[src/rtl/ray_queue_if.sv]
// Ray type package and the generator/intersection handshake bundle used by ray_queue.
// `WIDTH, `PIXEL_WIDTH and `PIXEL_HEIGHT may be overridden on the command line.
`ifndef WIDTH
`define WIDTH 16
`endif
`ifndef PIXEL_WIDTH
`define PIXEL_WIDTH 10
`endif
`ifndef PIXEL_HEIGHT
`define PIXEL_HEIGHT 9
`endif

package ray_pkg;
    // Origin plus normalized direction, signed fixed point.
    typedef struct packed {
        logic signed [`WIDTH-1:0] ox;
        logic signed [`WIDTH-1:0] oy;
        logic signed [`WIDTH-1:0] oz;
        logic signed [`WIDTH-1:0] dx;
        logic signed [`WIDTH-1:0] dy;
        logic signed [`WIDTH-1:0] dz;
    } ray_t;
endpackage

interface ray_queue_if #(
    parameter int PIXEL_WIDTH  = `PIXEL_WIDTH,
    parameter int PIXEL_HEIGHT = `PIXEL_HEIGHT
);
    logic                    in_valid;
    ray_pkg::ray_t           in_ray;
    logic                    out_valid;
    logic                    out_ready;
    ray_pkg::ray_t           out_ray;
    logic [PIXEL_WIDTH-1:0]  out_px;
    logic [PIXEL_HEIGHT-1:0] out_py;
    logic                    out_last;

    modport master (
        output in_valid, in_ray, out_ready,
        input  out_valid, out_ray, out_px, out_py, out_last
    );

    modport slave (
        input  in_valid, in_ray, out_ready,
        output out_valid, out_ray, out_px, out_py, out_last
    );
endinterface

[src/rtl/ray_queue.sv]
// ray_queue: FIFO between ray generator and intersection stage that tags each ray with its raster pixel.
// Define RAY_QUEUE_STATS_EN to build the saturating drop counter and the occupancy high-water mark.
`ifndef WIDTH
`define WIDTH 16
`endif
`ifndef PIXEL_WIDTH
`define PIXEL_WIDTH 10
`endif
`ifndef PIXEL_HEIGHT
`define PIXEL_HEIGHT 9
`endif

module ray_queue #(
    parameter int WIDTH        = `WIDTH,
    parameter int DEPTH        = 16,
    parameter int H_RES        = 640,
    parameter int V_RES        = 480,
    parameter int PIXEL_WIDTH  = `PIXEL_WIDTH,
    parameter int PIXEL_HEIGHT = `PIXEL_HEIGHT
) (
    input  logic                     clk,
    input  logic                     reset,
    input  logic                     flush,
    ray_queue_if.slave               bus,
    output logic [$clog2(DEPTH):0]   level,
    output logic                     full,
    output logic                     empty,
    output logic                     overflow,
    output logic [15:0]              drop_count,
    output logic [$clog2(DEPTH):0]   max_level
);
    localparam int AW = $clog2(DEPTH);
    localparam int LW = AW + 1;
    localparam int RW = 6 * WIDTH;

    typedef struct packed {
        logic [RW-1:0]           ray;
        logic [PIXEL_WIDTH-1:0]  px;
        logic [PIXEL_HEIGHT-1:0] py;
        logic                    last;
    } entry_t;

    entry_t                  mem [DEPTH];
    entry_t                  head;
    logic [AW-1:0]           wr_ptr;
    logic [AW-1:0]           rd_ptr;
    logic [PIXEL_WIDTH-1:0]  rx;
    logic [PIXEL_HEIGHT-1:0] ry;
    logic                    at_last;
    logic                    push;
    logic                    pop;
    logic                    drop;
    logic [LW-1:0]           level_nxt;

    assign full  = (level == LW'(DEPTH));
    assign empty = (level == '0);

    // Flush overrides both sides; a flushed in_valid is neither pushed nor dropped.
    assign pop     = !empty && bus.out_ready && !flush;
    assign push    = bus.in_valid && (!full || pop) && !flush;
    assign drop    = bus.in_valid && full && !pop && !flush;
    assign at_last = (rx == PIXEL_WIDTH'(H_RES - 1)) && (ry == PIXEL_HEIGHT'(V_RES - 1));

    always_comb begin
        level_nxt = level;
        case ({push, pop})
            2'b10:   level_nxt = level + 1'b1;
            2'b01:   level_nxt = level - 1'b1;
            default: level_nxt = level;
        endcase
    end

    // NOTE: the storage array is deliberately not reset; the head is gated by empty so stale entries never show.
    always_ff @(posedge clk) begin
        if (push) begin
            mem[wr_ptr] <= {bus.in_ray, rx, ry, at_last};
        end
    end

    // NOTE: reset is sampled on the clock edge only, so it is the first branch of the clocked block, ahead of flush.
    always_ff @(posedge clk) begin
        if (!reset) begin
            wr_ptr   <= '0;
            rd_ptr   <= '0;
            level    <= '0;
            rx       <= '0;
            ry       <= '0;
            overflow <= 1'b0;
        end else if (flush) begin
            wr_ptr   <= '0;
            rd_ptr   <= '0;
            level    <= '0;
            rx       <= '0;
            ry       <= '0;
            overflow <= 1'b0;
        end else begin
            if (push) wr_ptr <= wr_ptr + 1'b1;
            if (pop)  rd_ptr <= rd_ptr + 1'b1;
            level <= level_nxt;
            if (drop) overflow <= 1'b1;
            // Raster advances on every arrival, dropped or not, to stay locked to pixel order.
            if (bus.in_valid) begin
                if (rx == PIXEL_WIDTH'(H_RES - 1)) begin
                    rx <= '0;
                    ry <= (ry == PIXEL_HEIGHT'(V_RES - 1)) ? '0 : ry + 1'b1;
                end else begin
                    rx <= rx + 1'b1;
                end
            end
        end
    end

    assign head = mem[rd_ptr];

    always_comb begin
        bus.out_valid = !empty;
        bus.out_ray   = '0;
        bus.out_px    = '0;
        bus.out_py    = '0;
        bus.out_last  = 1'b0;
        if (!empty) begin
            bus.out_ray  = head.ray;
            bus.out_px   = head.px;
            bus.out_py   = head.py;
            bus.out_last = head.last;
        end
    end

`ifdef RAY_QUEUE_STATS_EN
    logic [15:0]   drop_q;
    logic [LW-1:0] max_q;

    always_ff @(posedge clk) begin
        if (!reset) begin
            drop_q <= '0;
            max_q  <= '0;
        end else if (flush) begin
            drop_q <= '0;
            max_q  <= '0;
        end else begin
            if (drop && (drop_q != 16'hFFFF)) drop_q <= drop_q + 1'b1;
            if (level_nxt > max_q) max_q <= level_nxt;
        end
    end

    assign drop_count = drop_q;
    assign max_level  = max_q;
`else
    assign drop_count = '0;
    assign max_level  = '0;
`endif

endmodule

[src/flat_wrapper.sv]
// flat-port wrapper written by rule: the top's interface ports become plain ports
module ray_queue_flat 
#(
    parameter int WIDTH        = `WIDTH,
    parameter int DEPTH        = 16,
    parameter int H_RES        = 640,
    parameter int V_RES        = 480,
    parameter int PIXEL_WIDTH  = `PIXEL_WIDTH,
    parameter int PIXEL_HEIGHT = `PIXEL_HEIGHT
)
  (clk, reset, flush, level, full, empty, overflow, drop_count, max_level, bus_in_valid, bus_in_ray, bus_out_ready, bus_out_valid, bus_out_ray, bus_out_px, bus_out_py, bus_out_last);
  ray_queue_if #(.PIXEL_WIDTH(PIXEL_WIDTH), .PIXEL_HEIGHT(PIXEL_HEIGHT)) bus_i ();
  input  logic clk;
  input  logic reset;
  input  logic flush;
  output logic [$clog2(DEPTH):0] level;
  output logic full;
  output logic empty;
  output logic overflow;
  output logic [15:0] drop_count;
  output logic [$clog2(DEPTH):0] max_level;
  input wire logic [$bits(bus_i.in_valid)-1:0] bus_in_valid;
  input wire logic [$bits(bus_i.in_ray)-1:0] bus_in_ray;
  input wire logic [$bits(bus_i.out_ready)-1:0] bus_out_ready;
  output wire logic [$bits(bus_i.out_valid)-1:0] bus_out_valid;
  output wire logic [$bits(bus_i.out_ray)-1:0] bus_out_ray;
  output wire logic [$bits(bus_i.out_px)-1:0] bus_out_px;
  output wire logic [$bits(bus_i.out_py)-1:0] bus_out_py;
  output wire logic [$bits(bus_i.out_last)-1:0] bus_out_last;
  assign bus_i.in_valid = bus_in_valid;
  assign bus_i.in_ray = bus_in_ray;
  assign bus_i.out_ready = bus_out_ready;
  assign bus_out_valid = bus_i.out_valid;
  assign bus_out_ray = bus_i.out_ray;
  assign bus_out_px = bus_i.out_px;
  assign bus_out_py = bus_i.out_py;
  assign bus_out_last = bus_i.out_last;
  ray_queue #(.WIDTH(WIDTH), .DEPTH(DEPTH), .H_RES(H_RES), .V_RES(V_RES), .PIXEL_WIDTH(PIXEL_WIDTH), .PIXEL_HEIGHT(PIXEL_HEIGHT)) u_core (.clk(clk), .reset(reset), .flush(flush), .bus(bus_i), .level(level), .full(full), .empty(empty), .overflow(overflow), .drop_count(drop_count), .max_level(max_level));
endmodule
[config.mk]
export PLATFORM = sky130hd
export DESIGN_NAME = ray_queue_flat
export DESIGN_NICKNAME = d
export VERILOG_FILES = /design/src/rtl/ray_queue_if.sv /design/src/rtl/ray_queue.sv /design/src/flat_wrapper.sv
export SDC_FILE = /design/constraint.sdc
export NUM_CORES = 1
export LEC_CHECK = 0
export CORE_MARGIN = 2
export CORE_UTILIZATION = 61
export CTS_CLUSTER_SIZE = 10
export DETAILED_ROUTE_END_ITERATION = 8
export PLACE_DENSITY = 0.77
export SLEW_MARGIN = 25
export SYNTH_ARGS = -nofsm -noshare
export SYNTH_HDL_FRONTEND = slang
export SYNTH_SLANG_ARGS = --single-unit
[constraint.sdc]
create_clock -name clk -period 15 [get_ports clk]
set_clock_uncertainty 0.1 [all_clocks]
set_input_delay 1.5 -clock clk [delete_from_list [all_inputs] [get_ports clk]]
set_output_delay 1.5 -clock clk [all_outputs]
set_load 0.05 [all_outputs]
==> qor.yml <==
status: "finished clean"
timing.setup.tns_ns: 0
slew_headroom_pct: 27.0
reg2reg_from: "u_core.level[1]"
grt_overflow_total: 0
layout.cells.non_filler: 5082
regArea_um2: 56500
cts.path.max_buffers: 3
cts_setup_buffers: 0
nets: 3592
drt_first_pass_iters: 6
layout_commonest_cell: "edfxtp_1"
vias: 34900
min_to: "u_core.wr_ptr[1]"
setup_viol: 0
dpl_worst_slack_ns: 8.55
dieArea_um2: 121000
syn_avg_cell_area_um2: 22.9
crit_type: "reg -> out"
start_util_pct: 61.4
place_area_um2: 76200
whs_ns: 0.418
critical_path_arrival_ns: 5.51
grt_max_degree: 135
synth-seq-cells: 1893
root_buffer: "clkbuf_16"
core_area_um2: 118000
place.detailed.hpwl_mm: 83.8
power.total_mw: 10.5
fin_util_pct: 69.6
p_leak_nw: 25.7
synthFlopType: "edfxtp_1"
final_hold_viol_count: 0
cts_buffers: 208
path_common_cell: "buf_4"
fmaxAchievable_mhz: 141
clock-sinks: 1893
cp-start-kind: "flip-flop"
syn_area_um2: 72300
cts_hold_buf: 0
required_ns: 13.40
regToRegSetupSlack_ns: 10.50
row_count: 126
r2r-end: "u_core.mem[10][21]"
multi_input_area_um2: 15000
cts_tree: "built"
drtAntennaViolNets: 0
cap_viol_max_count: 0
vias_per_cell: 6.87
wirelength_mm: 169
post-route-period-util_pct: 47.4
critPathCaptureType: "primary output"
cts_max_level: 4
rsz0062_at_grt: "false"
ff2ff_path_depth: 7
finalWorstSetupSlack_ns: 7.89
crit_path_max_incr_delay_ns: 0.88
clkLatencyLatePin_ns: 0.82
drt_iter0_drc: 4598
cts-resized-gates: 0
critPathTopFamily: "buffers and inverters"
io_pins: 247
min_from: "u_core.wr_ptr[1]"
path_clk_slew_ns: 0.06
grt_pass1_vias: 36300
hold_path.class: "reg -> reg"
drive_above_1_share_pct: 22.2
synth_edf_count: 1856
grt_usage_pct: 28.3
drc: 0
nFillCells: 6775
ir_drop_uv: 108
ys.warnings.count: 0
synthArstFlopShare_pct: 0
slew_viol_final: 0
routabilityCongestion: 0.788
antenna_found_initial: 13
port_buffers: 225
cpMaxStageDelayCell: "buf_4"
crit_path_max_fanout: 95
power_density_nw_per_um2: 128
ys_types: 51
grt_pass1_wl_mm: 246
area_delta_synth_final_pct: 13.3
final_cell_area_um2: 81900
layout_common_cells: "edfxtp_1, mux4_2, clkdlybuf4s50_1"
placed_cells: 4806
syn_inst: 3162
dieWidth_um: 348
die_y_um: 348
final.min_clock_period_ns: 7.11
hold_depth: 2
cp_cell_sequence: "buf_4, buf_12, nor3b_4, buf_4, a211o_1, clkdlybuf4s50_1"
routedWlPerCell_um: 33.3
tightest_slew_ns: 1.09
ys_seq_area_share_pct: 78.1
cp_num_buf_inv: 4
kinds of logic (layout without fill, tap and decap cells):
logic type	Yosys count	in the layout	share of synthesized area, %
compound gates	168	168	1.93
buf+inv	210	570	1.41
fa+ha+maj	10	10	0.173
simple gates	275	275	1.97
xor+xnor	20	20	0.242
mux	585	585	16.1
other cells	1	25	0.00519
flops	1893	1893	78.1
power by group:
part	switching [mW]	internal, mW
logic	0.177	0.0844
clock network	1.89	2.53
registers	0.00770	5.82
cell usage after synthesis (5+ instances only):
library cell | instances | area, um^2
a211o_1 | 66 | 578
a21oi_1 | 13 | 65.1
a221o_1 | 32 | 320
a22oi_1 | 19 | 143
and2_1 | 8 | 50.1
and3_1 | 71 | 444
buf_1 | 8 | 30.0
buf_2 | 89 | 445
buf_4 | 28 | 210
clkbuf_1 | 70 | 263
dfxtp_1 | 37 | 741
edfxtp_1 | 1856 | 55700
ha_1 | 10 | 125
inv_1 | 11 | 41.3
mux2i_1 | 120 | 1200
mux4_2 | 464 | 10500
nand2_1 | 15 | 56.3
nand2b_1 | 5 | 31.3
nand3_1 | 10 | 50.1
nor2_1 | 96 | 360
nor3_1 | 40 | 200
nor4_1 | 6 | 37.5
o21ai_0 | 6 | 30.0
o31ai_1 | 24 | 180
xnor2_1 | 12 | 105
xor2_1 | 8 | 70.1
worst max path at each step:
stage / startpoint / to / slack [ns] / depth (start not counted)
after floorplan: bus_in_valid / u_core.mem[3][0] / 1.01 / 5
after global placement: flip-flop / bus_out_ray[13] / 8.63 / 7
after detailed placement: flip-flop / bus_out_ray[13] / 8.55 / 7
after CTS: flip-flop / bus_out_ray[13] / 7.64 / 7
after global routing: flip-flop / bus_out_py[5] / 7.63 / 6
final: flip-flop / bus_out_py[5] / 7.89 / 6
metal layers:
| layer | part of all wire [%] | routed length, um | GRT usage [%] |
|---|---|---|---|
| met5 | 0.066 | 111 | 0 |
| met4 | 3.0 | 5070 | 9.39 |
| met3 | 9.1 | 15500 | 5.70 |
| met2 | 50 | 84700 | 46.0 |
| met1 | 38 | 63800 | 39.3 |
tightest hold or removal path, stage by stage, from the launching register on:
cell and delay, ns:
dfxtp_1 0.35, nand2_1 0.07, a21oi_1 0.06
area by class of cell:
class	count	share of cell area (%)
timing repair buffer	286	3.43
sequential	1893	68.9
inverter	13	0.0596
tap	1536	2.35
multi-input combinational	1079	18.3
clock buffer	258	6.71
antenna	4	0.0122
clock inverter	13	0.206
sequential cells by signal (all words and copies together), names as in the netlist, named ones only:
name,count
u_core.rx,10
u_core.mem,1856
u_core.rd_ptr,4
u_core.ry,9
u_core.overflow,1
u_core.level,5
u_core.wr_ptr,4
(Power assumes the default switching activity.)
